===== src/rtl/mips_ctrl_pkg.sv =====
// mips_ctrl_pkg: opcodes, state/ALUop/mux encodings and control vector shared by the MIPS control path.
// Honours MC_JUMP_EN (j opcode counted as legal only when defined).
`default_nettype none

package mips_ctrl_pkg;

   localparam logic [5:0] OP_RTYPE = 6'b000000;
   localparam logic [5:0] OP_LW    = 6'b100011;
   localparam logic [5:0] OP_SW    = 6'b101011;
   localparam logic [5:0] OP_BEQ   = 6'b000100;
   localparam logic [5:0] OP_ADDI  = 6'b001000;
   localparam logic [5:0] OP_J     = 6'b000010;

   typedef enum logic [3:0] {
      S_FETCH  = 4'd0,
      S_DECODE = 4'd1,
      S_MEMADR = 4'd2,
      S_MEMRD  = 4'd3,
      S_MEMWB  = 4'd4,
      S_MEMWR  = 4'd5,
      S_EXEC   = 4'd6,
      S_ALUWB  = 4'd7,
      S_BRANCH = 4'd8,
      S_ADDIEX = 4'd9,
      S_ADDIWB = 4'd10,
      S_JUMP   = 4'd11
   } state_t;

   localparam logic [1:0] ALUOP_ADD   = 2'b00;
   localparam logic [1:0] ALUOP_SUB   = 2'b01;
   localparam logic [1:0] ALUOP_FUNCT = 2'b10;

   localparam logic [1:0] SRCB_REG   = 2'b00;
   localparam logic [1:0] SRCB_FOUR  = 2'b01;
   localparam logic [1:0] SRCB_IMM   = 2'b10;
   localparam logic [1:0] SRCB_SHIMM = 2'b11;

   localparam logic [1:0] PCSRC_ALU    = 2'b00;
   localparam logic [1:0] PCSRC_ALUOUT = 2'b01;
   localparam logic [1:0] PCSRC_JUMP   = 2'b10;

   typedef struct packed {
      logic       pc_write;
      logic       pc_write_cond;
      logic       iord;
      logic       mem_read;
      logic       mem_write;
      logic       mem_to_reg;
      logic       ir_write;
      logic       alu_src_a;
      logic       reg_write;
      logic       reg_dst;
      logic       addi;
      logic [1:0] pc_source;
      logic [1:0] alu_src_b;
      logic [1:0] alu_op;
      logic       illegal;
   } ctrl_t;

   function automatic logic opcode_legal(input logic [5:0] op);
      case (op)
         OP_RTYPE, OP_LW, OP_SW, OP_BEQ, OP_ADDI: return 1'b1;
`ifdef MC_JUMP_EN
         OP_J: return 1'b1;
`endif
         default: return 1'b0;
      endcase
   endfunction

endpackage

`default_nettype wire


===== src/rtl/mc_output_decode.sv =====
// mc_output_decode: combinational state -> datapath control vector (Moore, except FETCH IR/PC writes).
// Honours MC_JUMP_EN (JUMP decode present only when defined).
`default_nettype none

module mc_output_decode
   import mips_ctrl_pkg::*;
(
   input  state_t      state,
   input  logic [5:0]  opcode,
   input  logic        mem_ready,
   output ctrl_t       ctrl
);

   always_comb begin
      ctrl = '0;
      case (state)
         S_FETCH: begin
            ctrl.mem_read  = 1'b1;
            ctrl.alu_src_b = SRCB_FOUR;
            ctrl.alu_op    = ALUOP_ADD;
            // IR and PC may only latch once the instruction word has actually arrived
            ctrl.ir_write  = mem_ready;
            ctrl.pc_write  = mem_ready;
         end
         S_DECODE: begin
            ctrl.alu_src_b = SRCB_SHIMM;
            ctrl.alu_op    = ALUOP_ADD;
            ctrl.illegal   = ~opcode_legal(opcode);
         end
         S_MEMADR: begin
            ctrl.alu_src_a = 1'b1;
            ctrl.alu_src_b = SRCB_IMM;
         end
         S_MEMRD: begin
            ctrl.mem_read = 1'b1;
            ctrl.iord     = 1'b1;
         end
         S_MEMWB: begin
            ctrl.reg_write  = 1'b1;
            ctrl.mem_to_reg = 1'b1;
         end
         S_MEMWR: begin
            ctrl.mem_write = 1'b1;
            ctrl.iord      = 1'b1;
         end
         S_EXEC: begin
            ctrl.alu_src_a = 1'b1;
            ctrl.alu_op    = ALUOP_FUNCT;
         end
         S_ALUWB: begin
            ctrl.reg_write = 1'b1;
            ctrl.reg_dst   = 1'b1;
         end
         S_BRANCH: begin
            ctrl.alu_src_a     = 1'b1;
            ctrl.alu_op        = ALUOP_SUB;
            ctrl.pc_write_cond = 1'b1;
            ctrl.pc_source     = PCSRC_ALUOUT;
         end
         S_ADDIEX: begin
            ctrl.alu_src_a = 1'b1;
            ctrl.alu_src_b = SRCB_IMM;
            ctrl.alu_op    = ALUOP_FUNCT;
            ctrl.addi      = 1'b1;
         end
         S_ADDIWB: begin
            ctrl.reg_write = 1'b1;
         end
`ifdef MC_JUMP_EN
         S_JUMP: begin
            ctrl.pc_write  = 1'b1;
            ctrl.pc_source = PCSRC_JUMP;
         end
`endif
         default: ctrl = '0;
      endcase
   end

endmodule

`default_nettype wire


===== src/rtl/multicycle_control.sv =====
// multicycle_control: multicycle MIPS main control FSM with memory-handshake stalls.
// Build option MC_JUMP_EN enables the j instruction / JUMP state.
`default_nettype none

module multicycle_control
   import mips_ctrl_pkg::*;
(
   input  logic       clk,
   input  logic       reset,
   input  logic [5:0] opcode,
   input  logic       mem_ready,
   output logic       PCWrite,
   output logic       PCWriteCond,
   output logic       IorD,
   output logic       MemRead,
   output logic       MemWrite,
   output logic       MemtoReg,
   output logic       IRWrite,
   output logic       ALUSrcA,
   output logic       RegWrite,
   output logic       RegDst,
   output logic       addi,
   output logic [1:0] PCSource,
   output logic [1:0] ALUSrcB,
   output logic [1:0] ALUop,
   output logic       illegal,
   output logic [3:0] state
);

   state_t cur_state;
   state_t nxt_state;
   ctrl_t  dec_ctrl;
   ctrl_t  ctrl;

   always_ff @(posedge clk or posedge reset) begin
      if (reset) cur_state <= S_FETCH;
      else       cur_state <= nxt_state;
   end

   always_comb begin
      nxt_state = S_FETCH;
      case (cur_state)
         S_FETCH:  nxt_state = mem_ready ? S_DECODE : S_FETCH;
         S_DECODE: begin
            case (opcode)
               OP_LW, OP_SW: nxt_state = S_MEMADR;
               OP_RTYPE:     nxt_state = S_EXEC;
               OP_BEQ:       nxt_state = S_BRANCH;
               OP_ADDI:      nxt_state = S_ADDIEX;
`ifdef MC_JUMP_EN
               OP_J:         nxt_state = S_JUMP;
`endif
               default:      nxt_state = S_FETCH;
            endcase
         end
         // IR still holds the opcode here, so lw/sw can be told apart again
         S_MEMADR: nxt_state = (opcode == OP_LW) ? S_MEMRD : S_MEMWR;
         S_MEMRD:  nxt_state = mem_ready ? S_MEMWB : S_MEMRD;
         S_MEMWR:  nxt_state = mem_ready ? S_FETCH : S_MEMWR;
         S_EXEC:   nxt_state = S_ALUWB;
         S_ADDIEX: nxt_state = S_ADDIWB;
         default:  nxt_state = S_FETCH;
      endcase
   end

   mc_output_decode u_decode (
      .state     (cur_state),
      .opcode    (opcode),
      .mem_ready (mem_ready),
      .ctrl      (dec_ctrl)
   );

   // Reset blanks every output combinationally so no write enable survives an abort
   assign ctrl  = reset ? '0 : dec_ctrl;
   assign state = reset ? 4'd0 : cur_state;

   assign PCWrite     = ctrl.pc_write;
   assign PCWriteCond = ctrl.pc_write_cond;
   assign IorD        = ctrl.iord;
   assign MemRead     = ctrl.mem_read;
   assign MemWrite    = ctrl.mem_write;
   assign MemtoReg    = ctrl.mem_to_reg;
   assign IRWrite     = ctrl.ir_write;
   assign ALUSrcA     = ctrl.alu_src_a;
   assign RegWrite    = ctrl.reg_write;
   assign RegDst      = ctrl.reg_dst;
   assign addi        = ctrl.addi;
   assign PCSource    = ctrl.pc_source;
   assign ALUSrcB     = ctrl.alu_src_b;
   assign ALUop       = ctrl.alu_op;
   assign illegal     = ctrl.illegal;

endmodule

`default_nettype wire


===== config.mk =====
export PLATFORM = sky130hd
export DESIGN_NAME = multicycle_control
export DESIGN_NICKNAME = d
export VERILOG_FILES = /design/src/rtl/mips_ctrl_pkg.sv /design/src/rtl/mc_output_decode.sv /design/src/rtl/multicycle_control.sv
export SDC_FILE = /design/constraint.sdc
export NUM_CORES = 1
export LEC_CHECK = 0
export BUFFER_PORTS_ARGS = -buffer_cell sky130_fd_sc_hd__buf_2
export CAP_MARGIN = 5
export CORE_MARGIN = 2
export CORE_UTILIZATION = 49
export CTS_CLUSTER_DIAMETER = 100
export DETAILED_ROUTE_END_ITERATION = 16
export GPL_TIMING_DRIVEN = 0
export PLACE_DENSITY = 0.94
export SLEW_MARGIN = 10
export SYNTH_ARGS = -nofsm -noshare
export SYNTH_HDL_FRONTEND = slang
export SYNTH_HIERARCHICAL = 1
export SYNTH_SLANG_ARGS = --single-unit

===== constraint.sdc =====
create_clock -name clk -period 2.65 [get_ports clk]
set_input_delay 0.1325 -clock clk [delete_from_list [all_inputs] [get_ports clk]]
set_output_delay 0.1325 -clock clk [all_outputs]
set_load 0.005 [all_outputs]

==> impl_metrics.json, run 1 <==
{
  "status": "complete, no violations",
  "rsz0062_at_grt": "false",
  "track_usage_pct": 20.69,
  "largest_reg_flops": 4,
  "swShare_pct": 36.28,
  "finalWirelength_mm": 1.581,
  "critPathTopFamily": "simple AND/OR/NAND/NOR gates",
  "core_area_um2": 1301,
  "end_kind": "output pin",
  "critical_path_class": "reg2out",
  "worst_setup_hold_path_clk_slew_ps": 40,
  "worstPathMaxFanout": 15,
  "cap_violations": 0,
  "worstSetupStartpointType": "register",
  "regMostFlops": "cur_state",
  "syn_area_per_cell_um2": 7.103,
  "die_area_um2": 1706,
  "yosys.area_share.simple_pct": 60.37,
  "die_height_um": 41.31,
  "grt_overflow_total": 0,
  "p_int_mw": 0.1799,
  "synth_xor_area_share_pct": 3.853,
  "drv_slew": 0,
  "tns_ps": 0,
  "ir_drop_uv": 424.2,
  "hold_viol_final": 0,
  "synth_fp_nets": 105,
  "clkLatencyLatePin_ps": 240,
  "synth_top_family_by_area": "simple AND/OR/NAND/NOR gates",
  "slew_headroom_pct": 66.08,
  "dp_slack_ps": 1049,
  "start_util_pct": 52.40,
  "hold_class": "in2async",
  "portBuffers": 29,
  "fin_worst_skew_ps": 8.121,
  "worstPathArrival_ps": 1690,
  "dieWidth_um": 41.31,
  "path_cells": "nand2b_4 > or2_1 > a21oi_1 > nor2b_1 > buf_2",
  "worst_slack_ps": 830.9,
  "fin_crit_sh_pct": 68.65,
  "grt_antenna_before_repair": 0,
  "postRouteAntennaNets": 0,
  "cts.sinks": 4,
  "p_leak_nw": 0.4202,
  "numCtsBuffers": 3,
  "ios": 31,
  "fmax_ghz": 0.5497,
  "drive_gt1_share_pct": 34.38,
  "grt_pass1_vias": 536,
  "grt_max_degree": 16,
  "p_seq_share_pct": 29.2,
  "p_sw_mw": 0.1024,
  "period_needed_ps": 1819,
  "fin_nets": 139,
  "tightestPinTransition_ps": 508.8,
  "cts_tree": "built",
  "gp_congestion": 0.7984,
  "p_comb_share_pct": 43.1,
  "ctsLongestPathBuffers": 2,
  "cts_hold_buffers": 0,
  "setup_viol": 0,
  "cts_max_level": 1,
  "reg_top3": "cur_state (4)",
  "synth-seq-cells": 4,
  "post_cts_resized": 0,
  "viasPerCell": 5.210,
  "cp_slowest_cell": "dfrtp_1",
  "dr.pass1.iters": 4,
  "clockPowerShare_pct": 27.7,
  "wire_per_inst_um": 11.06,
  "synthDistinctLibCells": 35,
  "powerDensity_nw_per_um2": 325.1,
  "yosys_warnings": 6,
  "synthToLayoutAreaGrowth_pct": 27.34,
  "drt-initial-drc-count": 11,
  "antennaDiodeCount": 0,
  "num_vias": 745,
  "grt_pass1_wl_mm": 2.290,
  "cts_setup_buffers": 0,
  "ys_seq_area_share_pct": 14.68,
  "crit_required_ps": 2520,
  "clock_tree.root_cell": "clkbuf_4",
  "synthCells": 96,
  "critPathBufInv": 1,
  "drc": 0,
  "cpPeakStageDelay_ps": 550,
  "synthAdderAreaFrac_pct": 0,
  "synth.cell_area_um2": 681.9,
  "place_hpwl_mm": 1.181,
  "synth_compound_area_share_pct": 12.11,
  "rows": 13,
  "synthMuxAreaShare_pct": 0
}
==> cells in the final DEF, fill, tap and decap left out <==
| cell type | instances |
|---|---|
| a21oi_1 | 5 |
| inv_1 | 2 |
| nor2_1 | 11 |
| clkbuf_4 | 3 |
| nor4b_1 | 1 |
| or3b_4 | 1 |
| nor3b_1 | 2 |
| or2_1 | 1 |
| nand3_1 | 1 |
| buf_4 | 5 |
| nor3b_4 | 1 |
| nor3_1 | 6 |
| clkbuf_1 | 2 |
| buf_2 | 30 |
| nand3b_1 | 2 |
| nand4b_1 | 1 |
| dfrtp_1 | 4 |
| o22ai_1 | 3 |
| nand2b_1 | 2 |
| or4_1 | 1 |
| conb_1 | 1 |
| a21oi_2 | 1 |
| or4b_1 | 1 |
| nor2b_1 | 22 |
| and3b_1 | 1 |
| nor4_1 | 1 |
| o21ai_0 | 1 |
| nand2_1 | 6 |
| xor2_1 | 1 |
| nand2b_4 | 2 |
| o311ai_1 | 1 |
| and4bb_2 | 1 |
| xnor2_1 | 2 |
| or3_1 | 1 |
| o311ai_0 | 1 |
| o211ai_1 | 1 |
==> cell type report <==
| cell class | count | area [um2] |
|---|---|---|
| fill | 119 | 432.9 |
| tap | 15 | 18.77 |
| timing repair buffer | 29 | 145.1 |
| sequential | 4 | 100.1 |
| buffer | 8 | 50.05 |
| multi-input combinational | 82 | 524.3 |
| inverter | 2 | 7.507 |
| clock buffer | 3 | 22.52 |
==> power by group through the flow <==
stage	Sequential (mW)	Combinational, mW	Clock [mW]
2_1_floorplan	0.0789	0.0843	0
3_5_place_dp	0.0832	0.122	0
5_1_grt	0.0846	0.138	0.0845
6_report	0.0824	0.122	0.0781
4_1_cts	0.0821	0.122	0.0818
3_3_place_gp	0.0822	0.116	0
==> metrics by stage <==
step,power [mW],cells,utilization (%),instance area (um2),hold WS [ps]
final,0.2823,143,66.73,868.3,93.44
after global placement,0.1987,140,65.00,845.8,322.4
after CTS,0.2859,143,66.73,868.3,92.11
after global routing,0.3072,143,66.73,868.3,123.2
after floorplan,0.1632,96,-,681.9,109.6
after detailed placement,0.2047,140,65.00,845.8,351.9
==> tightest hold or removal path, cell delays in order <==
cell and delay, ps:
buf_2 130, clkbuf_1 230, inv_1 200
==> synth_stat cells (all sizes together) <==
cell type	number	area (um2)
nand3	1	5.000
clkbuf	2	7.510
nand3b	2	15.01
nor4b	1	8.760
dfrtp	4	100.1
buf	6	42.54
xor2	1	8.760
nor2b	22	137.6
and3b	1	8.760
nor2	11	41.29
o21ai	1	5.000
nor3b	3	33.78
and4bb	1	12.51
o22ai	3	18.77
o211ai	1	7.510
conb	1	3.750
or4b	1	10.01
nor4	1	6.260
nand4b	1	8.760
a21oi	6	33.78
or2	1	6.260
nand2	6	22.52
inv	2	7.510
xnor2	2	17.52
or3b	1	11.26
nor3	6	30.03
or4	1	7.510
o311ai	2	17.52
or3	1	6.260
nand2b	4	40.04
==> per-layer routing <==
layer | global-route usage [%] | vias to the layer above | wire length (um)
li1 | - | 390 | -
met1 | 23.78 | 323 | 701
met2 | 35.55 | 28 | 756
met3 | 2.128 | 4 | 87
met4 | 14.52 | 0 | 36
met5 | 0 | - | 0
==> cell families (layout without fill, tap and decap cells) <==
family | after synthesis | in the layout
other | 1 | 1
buffers and inverters | 10 | 42
and+or+nand+nor | 65 | 65
AOI/OAI and AO/OA | 13 | 13
xor gates and xnor gates | 3 | 3
DFF | 4 | 4
==> path summary, 6_finish.rpt <==
check,cells after the start,start,to,slack (ps)
max in group asynchronous,3,reset,cur_state[0],2400
hold / removal,3,reset,cur_state[3],90
min in group clk,3,opcode[3],cur_state[0],230
setup reg to reg,4,cur_state[0],cur_state[2],1030
hold reg to reg,3,cur_state[1],cur_state[1],700
setup / recovery,5,cur_state[0],ALUSrcB[1],830
(Power assumes the default switching activity.)
==> inputs of run 2 (changes only) <==
CORE_UTILIZATION = 41   (was 49)
PLACE_DENSITY = 0.85   (was 0.94)
clock period = 1.5 ns   (was 2.65 ns; I/O delays follow)
==> impl_metrics.json, run 2 (same netlist as run 1, synthesis figures left out) <==
{
  "rsz0062_at_grt": "true",
  "synthToLayoutAreaGrowth_pct": 56.88,
  "track_usage_pct": 19.21,
  "finalPower_mw": 0.5972,
  "path_cells": "buf_6 > nand2b_4 > buf_4 > a21oi_2 > nor2b_1 > buf_2",
  "core_area_um2": 1541,
  "setup_viol": 4,
  "reg_top3": "cur_state (4)",
  "reg2reg_from": "cur_state[0]",
  "grt_antenna_before_repair": 0,
  "cts.sinks": 4,
  "viasPerCell": 5.304,
  "regMostFlops": "cur_state",
  "finalWirelength_mm": 2.005,
  "drive_gt1_share_pct": 53.10,
  "worstSetupStartpointType": "register",
  "reg2reg_depth": 5,
  "postRouteAntennaNets": 0,
  "cap_violations": 0,
  "gp_congestion": 0.8593,
  "period_needed_ps": 1533,
  "die_height_um": 44.78,
  "cpPeakStageDelay_ps": 390,
  "regToRegSetupSlack_ps": 10,
  "grt_pass1_vias": 714,
  "fin_nets": 156,
  "cp_slowest_cell": "dfrtp_1",
  "numCtsBuffers": 3,
  "ir_drop_uv": 400.4,
  "final_cell_mix": "30 x buf_2, 22 x nor2b_1, 20 x buf_4",
  "grt_max_degree": 11,
  "worstPathArrival_ps": 1460,
  "antennaDiodeCount": 0,
  "grt_overflow_total": 0,
  "drt-initial-drc-count": 8,
  "drc": 0,
  "worst_slack_ps": -33.25,
  "fin_area_um2": 1070,
  "ios": 31,
  "placed_area_um2": 847.1,
  "end_kind": "output pin",
  "critical_path_class": "reg2out",
  "clkLatencyLatePin_ps": 240,
  "cts_hold_buffers": 0,
  "p_leak_nw": 0.5286,
  "crit_required_ps": 1420,
  "mostFrequentLayoutCell": "buf_2",
  "num_vias": 854,
  "start_util_pct": 44.24,
  "grt_pass1_wl_mm": 2.808,
  "largest_reg_flops": 4,
  "cts_tree": "built",
  "fmax_ghz": 0.6522,
  "fin_worst_skew_ps": 4.543,
  "dp_slack_ps": -109.8,
  "clock_tree.root_cell": "clkbuf_4",
  "violations": "setup timing",
  "hold_class": "in2async",
  "ctsLongestPathBuffers": 2,
  "hold_viol_final": 0,
  "drv_slew": 0,
  "status": "finished, violations left",
  "rows": 14,
  "fin_crit_sh_pct": 102.2,
  "die_area_um2": 2005,
  "worst_setup_hold_path_clk_slew_ps": 40,
  "cts_max_level": 1,
  "powerDensity_nw_per_um2": 558.2,
  "wire_per_inst_um": 12.45,
  "dr.pass1.iters": 4,
  "portBuffers": 29,
  "place_hpwl_mm": 1.220,
  "rr_endpoint": "cur_state[2]",
  "dieWidth_um": 44.78,
  "worstPathMaxFanout": 7
}
-- run 2: changes by cell type in the layout (fill, tap and decap cells not counted), sizes merged --
cell | before | now
buf | 35 | 52
-- run 2: critical path: cells and delay by family, from the launching register on --
family | cells | cell delay (ps)
AOI/OAI and AO/OA | 1 | 120
buffers and inverters | 3 | 420
DFF | 1 | 390
and+or+nand+nor | 2 | 290
-- run 2: stage by stage --
stage / utilization, % / hold slack, ps / instances / setup TNS (ps)
floorplan: - / 52.09 / 96 / 0
global placement: 54.95 / 279.8 / 141 / -130.9
detailed placement: 54.95 / 289.6 / 141 / -231.4
CTS: 63.80 / 38.84 / 155 / -26.63
global route: 69.40 / 105.0 / 161 / -653.9
finish: 69.40 / 43.52 / 161 / -77.93
-- run 2: layout make-up --
| cell class | instances | area (um2) |
|---|---|---|
| plain buffers | 8 | 57.56 |
| clock buffers | 3 | 22.52 |
| fillers | 121 | 471.7 |
| inverters | 2 | 7.507 |
| multi-input cells | 82 | 585.6 |
| flip-flops and latches | 4 | 103.9 |
| well taps | 16 | 20.02 |
| repair buffers | 46 | 272.8 |
-- run 2: what timing repair did --
item / in CTS / in global routing
setup buffers: 11 / 6
endpoints found under the setup margin: 15 / 12
gates resized for setup: 8 / 11
cloned: 0 / 0
pin swaps: 1 / 4
-- run 2: layer usage --
metal / part of all wire, % / global-route usage [%] / wire length (um) / vias to the layer above
met1: 37 / 18.38 / 748 / 381
met5: 0 / 0 / 0 / -
met2: 55 / 37.68 / 1104 / 41
met4: 1.7 / 10.00 / 34 / 0
met3: 5.8 / 4.000 / 117 / 4
li1: - / - / - / 428
-- run 2: power by group --
part	switching, mW	leakage (nW)	internal, mW	total, mW
Combinational	0.150	0.465	0.180	0.329
Clock	0.0449	0.0138	0.0895	0.134
Sequential	0.0151	0.0493	0.118	0.133
Total	0.210	0.529	0.388	0.597
-- run 2: how the worst max path moves through the flow --
| stage | from | end | slack [ps] | cells past startpoint |
|---|---|---|---|---|
| 6_report | cur_state[1] | ALUSrcB[1] | -30 | 6 |
| 5_1_grt | cur_state[2] | RegWrite | -90 | 5 |
| 4_1_cts | cur_state[0] | ALUSrcB[1] | -30 | 5 |
| 3_5_place_dp | cur_state[0] | cur_state[2] | -110 | 4 |
| 3_3_place_gp | cur_state[0] | cur_state[2] | -70 | 4 |
| 2_1_floorplan | cur_state[0] | cur_state[2] | 70 | 4 |
==> inputs of run 3 (changes only) <==
CORE_UTILIZATION = 38   (was 41)
SYNTH_HIERARCHICAL = unset   (was 1)
==> impl_metrics.json, run 3 <==
{
  "drt-initial-drc-count": 8,
  "regToRegSetupSlack_ps": 160,
  "worstSetupStartpointType": "register",
  "cts.sinks": 4,
  "ir_drop_uv": 364.8,
  "multi_input_area_um2": 449.2,
  "critical_path_class": "reg2out",
  "final_util_pct": 61.25,
  "crit_path_start": "cur_state[2]",
  "synth_ff_type": "dfrtp_1",
  "reg_top3": "cur_state (4)",
  "drive_gt1_share_pct": 45.22,
  "reg2reg_depth": 5,
  "path_cells": "or3_4 > nor4b_4 > buf_4 > buf_6",
  "numCtsBuffers": 3,
  "track_usage_pct": 17.51,
  "cts_tree": "built",
  "cts_max_level": 1,
  "synth_edf_count": 0,
  "wire_per_inst_um": 12.54,
  "place_hpwl_mm": 1.105,
  "clock_tree.root_cell": "clkbuf_4",
  "critPathBufInv": 2,
  "hold_class": "in2async",
  "fmax_ghz": 0.6121,
  "hold_viol_final": 0,
  "cp_slowest_cell": "or3_4",
  "worstPathMaxFanout": 6,
  "rr_endpoint": "cur_state[0]",
  "rsz0062_at_grt": "true",
  "synthDistinctLibCells": 30,
  "num_vias": 709,
  "worstPathArrival_ps": 1560,
  "grt_max_degree": 11,
  "viasPerCell": 5.454,
  "p_leak_nw": 0.3875,
  "whs_ps": 28.38,
  "portBuffers": 29,
  "rows": 13,
  "cap_violations": 0,
  "cts_setup_buffers": 0,
  "finalPower_mw": 0.4853,
  "die_height_um": 41.72,
  "gp_congestion": 0.8005,
  "violations": "setup timing",
  "crit_required_ps": 1420,
  "postRouteAntennaNets": 0,
  "syn_area_per_cell_um2": 6.512,
  "ios": 31,
  "fin_crit_sh_pct": 108.9,
  "fin_nets": 126,
  "period_needed_ps": 1634,
  "ff_latch_area_um2": 102.6,
  "drv_slew": 0,
  "die_area_um2": 1740,
  "ctsLongestPathBuffers": 2,
  "setup_viol": 6,
  "synthToLayoutAreaGrowth_pct": 49.31,
  "async_reset_ff_share_pct": 100.0,
  "mostFrequentLayoutCell": "buf_2",
  "synth.cell_area_um2": 540.5,
  "drc": 0,
  "synth_fp_nets": 92,
  "tns_ps": -463.6,
  "grt_overflow_total": 0,
  "grt_pass1_vias": 591,
  "core_area_um2": 1318,
  "ys_seq_area_share_pct": 18.52,
  "grt_pass1_wl_mm": 2.442,
  "cpPeakStageDelay_ps": 440,
  "yosysTopAreaCell": "dfrtp_1",
  "worst_slack_ps": -133.6,
  "final_cell_mix": "30 x buf_2, 13 x nor2_1, 7 x nor3_1",
  "synthCells": 83,
  "synthTopCellsByArea": "dfrtp_1 19%, nor2_1 9.7%, nor3_1 7.4%",
  "synth-seq-cells": 4,
  "n_fill_cell": 120,
  "post-synth-top-count-cell": "nor2_1",
  "regMostFlops": "cur_state",
  "reg2reg_from": "cur_state[1]",
  "dieWidth_um": 41.72,
  "clkLatencyLatePin_ps": 240,
  "yosysTopAreaCellShare_pct": 18.52,
  "status": "finished, violations left",
  "start_util_pct": 41.03,
  "cts_hold_buffers": 0,
  "worst_setup_hold_path_clk_slew_ps": 40,
  "dr.pass1.iters": 4,
  "yosys_warnings": 0,
  "finalWirelength_mm": 1.630,
  "fin_worst_skew_ps": 3.438,
  "antennaDiodeCount": 0,
  "grt_antenna_before_repair": 0,
  "ys_top_cells_by_count": "14 x nor2_1, 8 x nor3_1, 6 x nand2b_1",
  "powerDensity_nw_per_um2": 601.4,
  "largest_reg_flops": 4,
  "critPathTopFamily": "simple AND/OR/NAND/NOR gates",
  "end_kind": "output pin"
}
run 3: changes by cell type in the layout (fill, tap and decap cells not counted), sizes merged, moves of 2 or more:
cell,change
buf,-17
nor2b,-17
a21oi,-5
nand3,+4
nor2,+3
nor3b,-3
o21ai,+3
nand2b,+2
nand3b,-2
nor3,+2
nor4,+2
o22ai,-2
o311ai,-2
run 3: power breakdown:
| part | switching (mW) | internal (mW) |
|---|---|---|
| combinational | 0.117 | 0.0936 |
| sequential | 0.0164 | 0.117 |
| clock | 0.0514 | 0.0900 |
| total | 0.184 | 0.301 |
run 3: logic make-up (layout without fill, tap and decap cells):
group | count (synthesis) | after routing | synth area share [%]
AND/OR/NAND/NOR | 52 | 52 | 50.23
AO/OA/AOI/OAI | 12 | 12 | 14.82
buffers and inverters | 11 | 43 | 10.42
flip-flops | 4 | 4 | 18.52
XOR/XNOR | 2 | 2 | 3.241
other | 1 | 1 | 0.6938
multiplexers | 1 | 1 | 2.083
run 3: through the flow:
stage | area, um2 | setup slack, ps | std cells
after floorplan | 546.8 | 99.65 | 83
after global placement | 710.7 | -27.41 | 127
after detailed placement | 710.7 | -22.94 | 127
after CTS | 764.5 | -130.5 | 130
after global routing | 807.0 | -192.1 | 130
final | 807.0 | -133.6 | 130
run 3: layer usage:
| metal | routed length (um) | GRT usage [%] | up-vias | share of wire (%) |
|---|---|---|---|---|
| met3 | 135 | 1.739 | 7 | 8.3 |
| met5 | 0 | 0 | - | 0 |
| met1 | 677 | 21.45 | 312 | 42 |
| li1 | - | - | 352 | - |
| met2 | 774 | 30.94 | 38 | 47 |
| met4 | 44 | 7.097 | 0 | 2.7 |
run 3: worst max path at each step:
stage	end	slack, ps	cells after the start
5_1_grt	RegWrite	-190	5
3_5_place_dp	PCWrite	-20	4
3_3_place_gp	PCWrite	-30	4
4_1_cts	PCWrite	-130	4
6_report	PCWrite	-130	4
2_1_floorplan	PCWrite	100	3
run 3: area by class of cell:
| type | instances | share of cell area (%) |
|---|---|---|
| tap | 15 | 2.326 |
| timing repair buffer | 29 | 18.76 |
| multi-input combinational | 68 | 55.66 |
| buffer | 8 | 6.357 |
| sequential | 4 | 12.71 |
| clock buffer | 3 | 2.791 |
| inverter | 3 | 1.395 |
run 3: what timing repair did:
item | in CTS | in global routing
gates resized for setup | 7 | 12
endpoints found under the setup margin | 8 | 12
pin swaps | 2 | 0
run 3: worst register-to-register path: cells and delay by family (launching register included):
| family | cells | cell delay, ps |
|---|---|---|
| and+or+nand+nor | 3 | 610 |
| DFF | 1 | 340 |
| buffers and inverters | 1 | 170 |
| AOI/OAI and AO/OA | 1 | 110 |
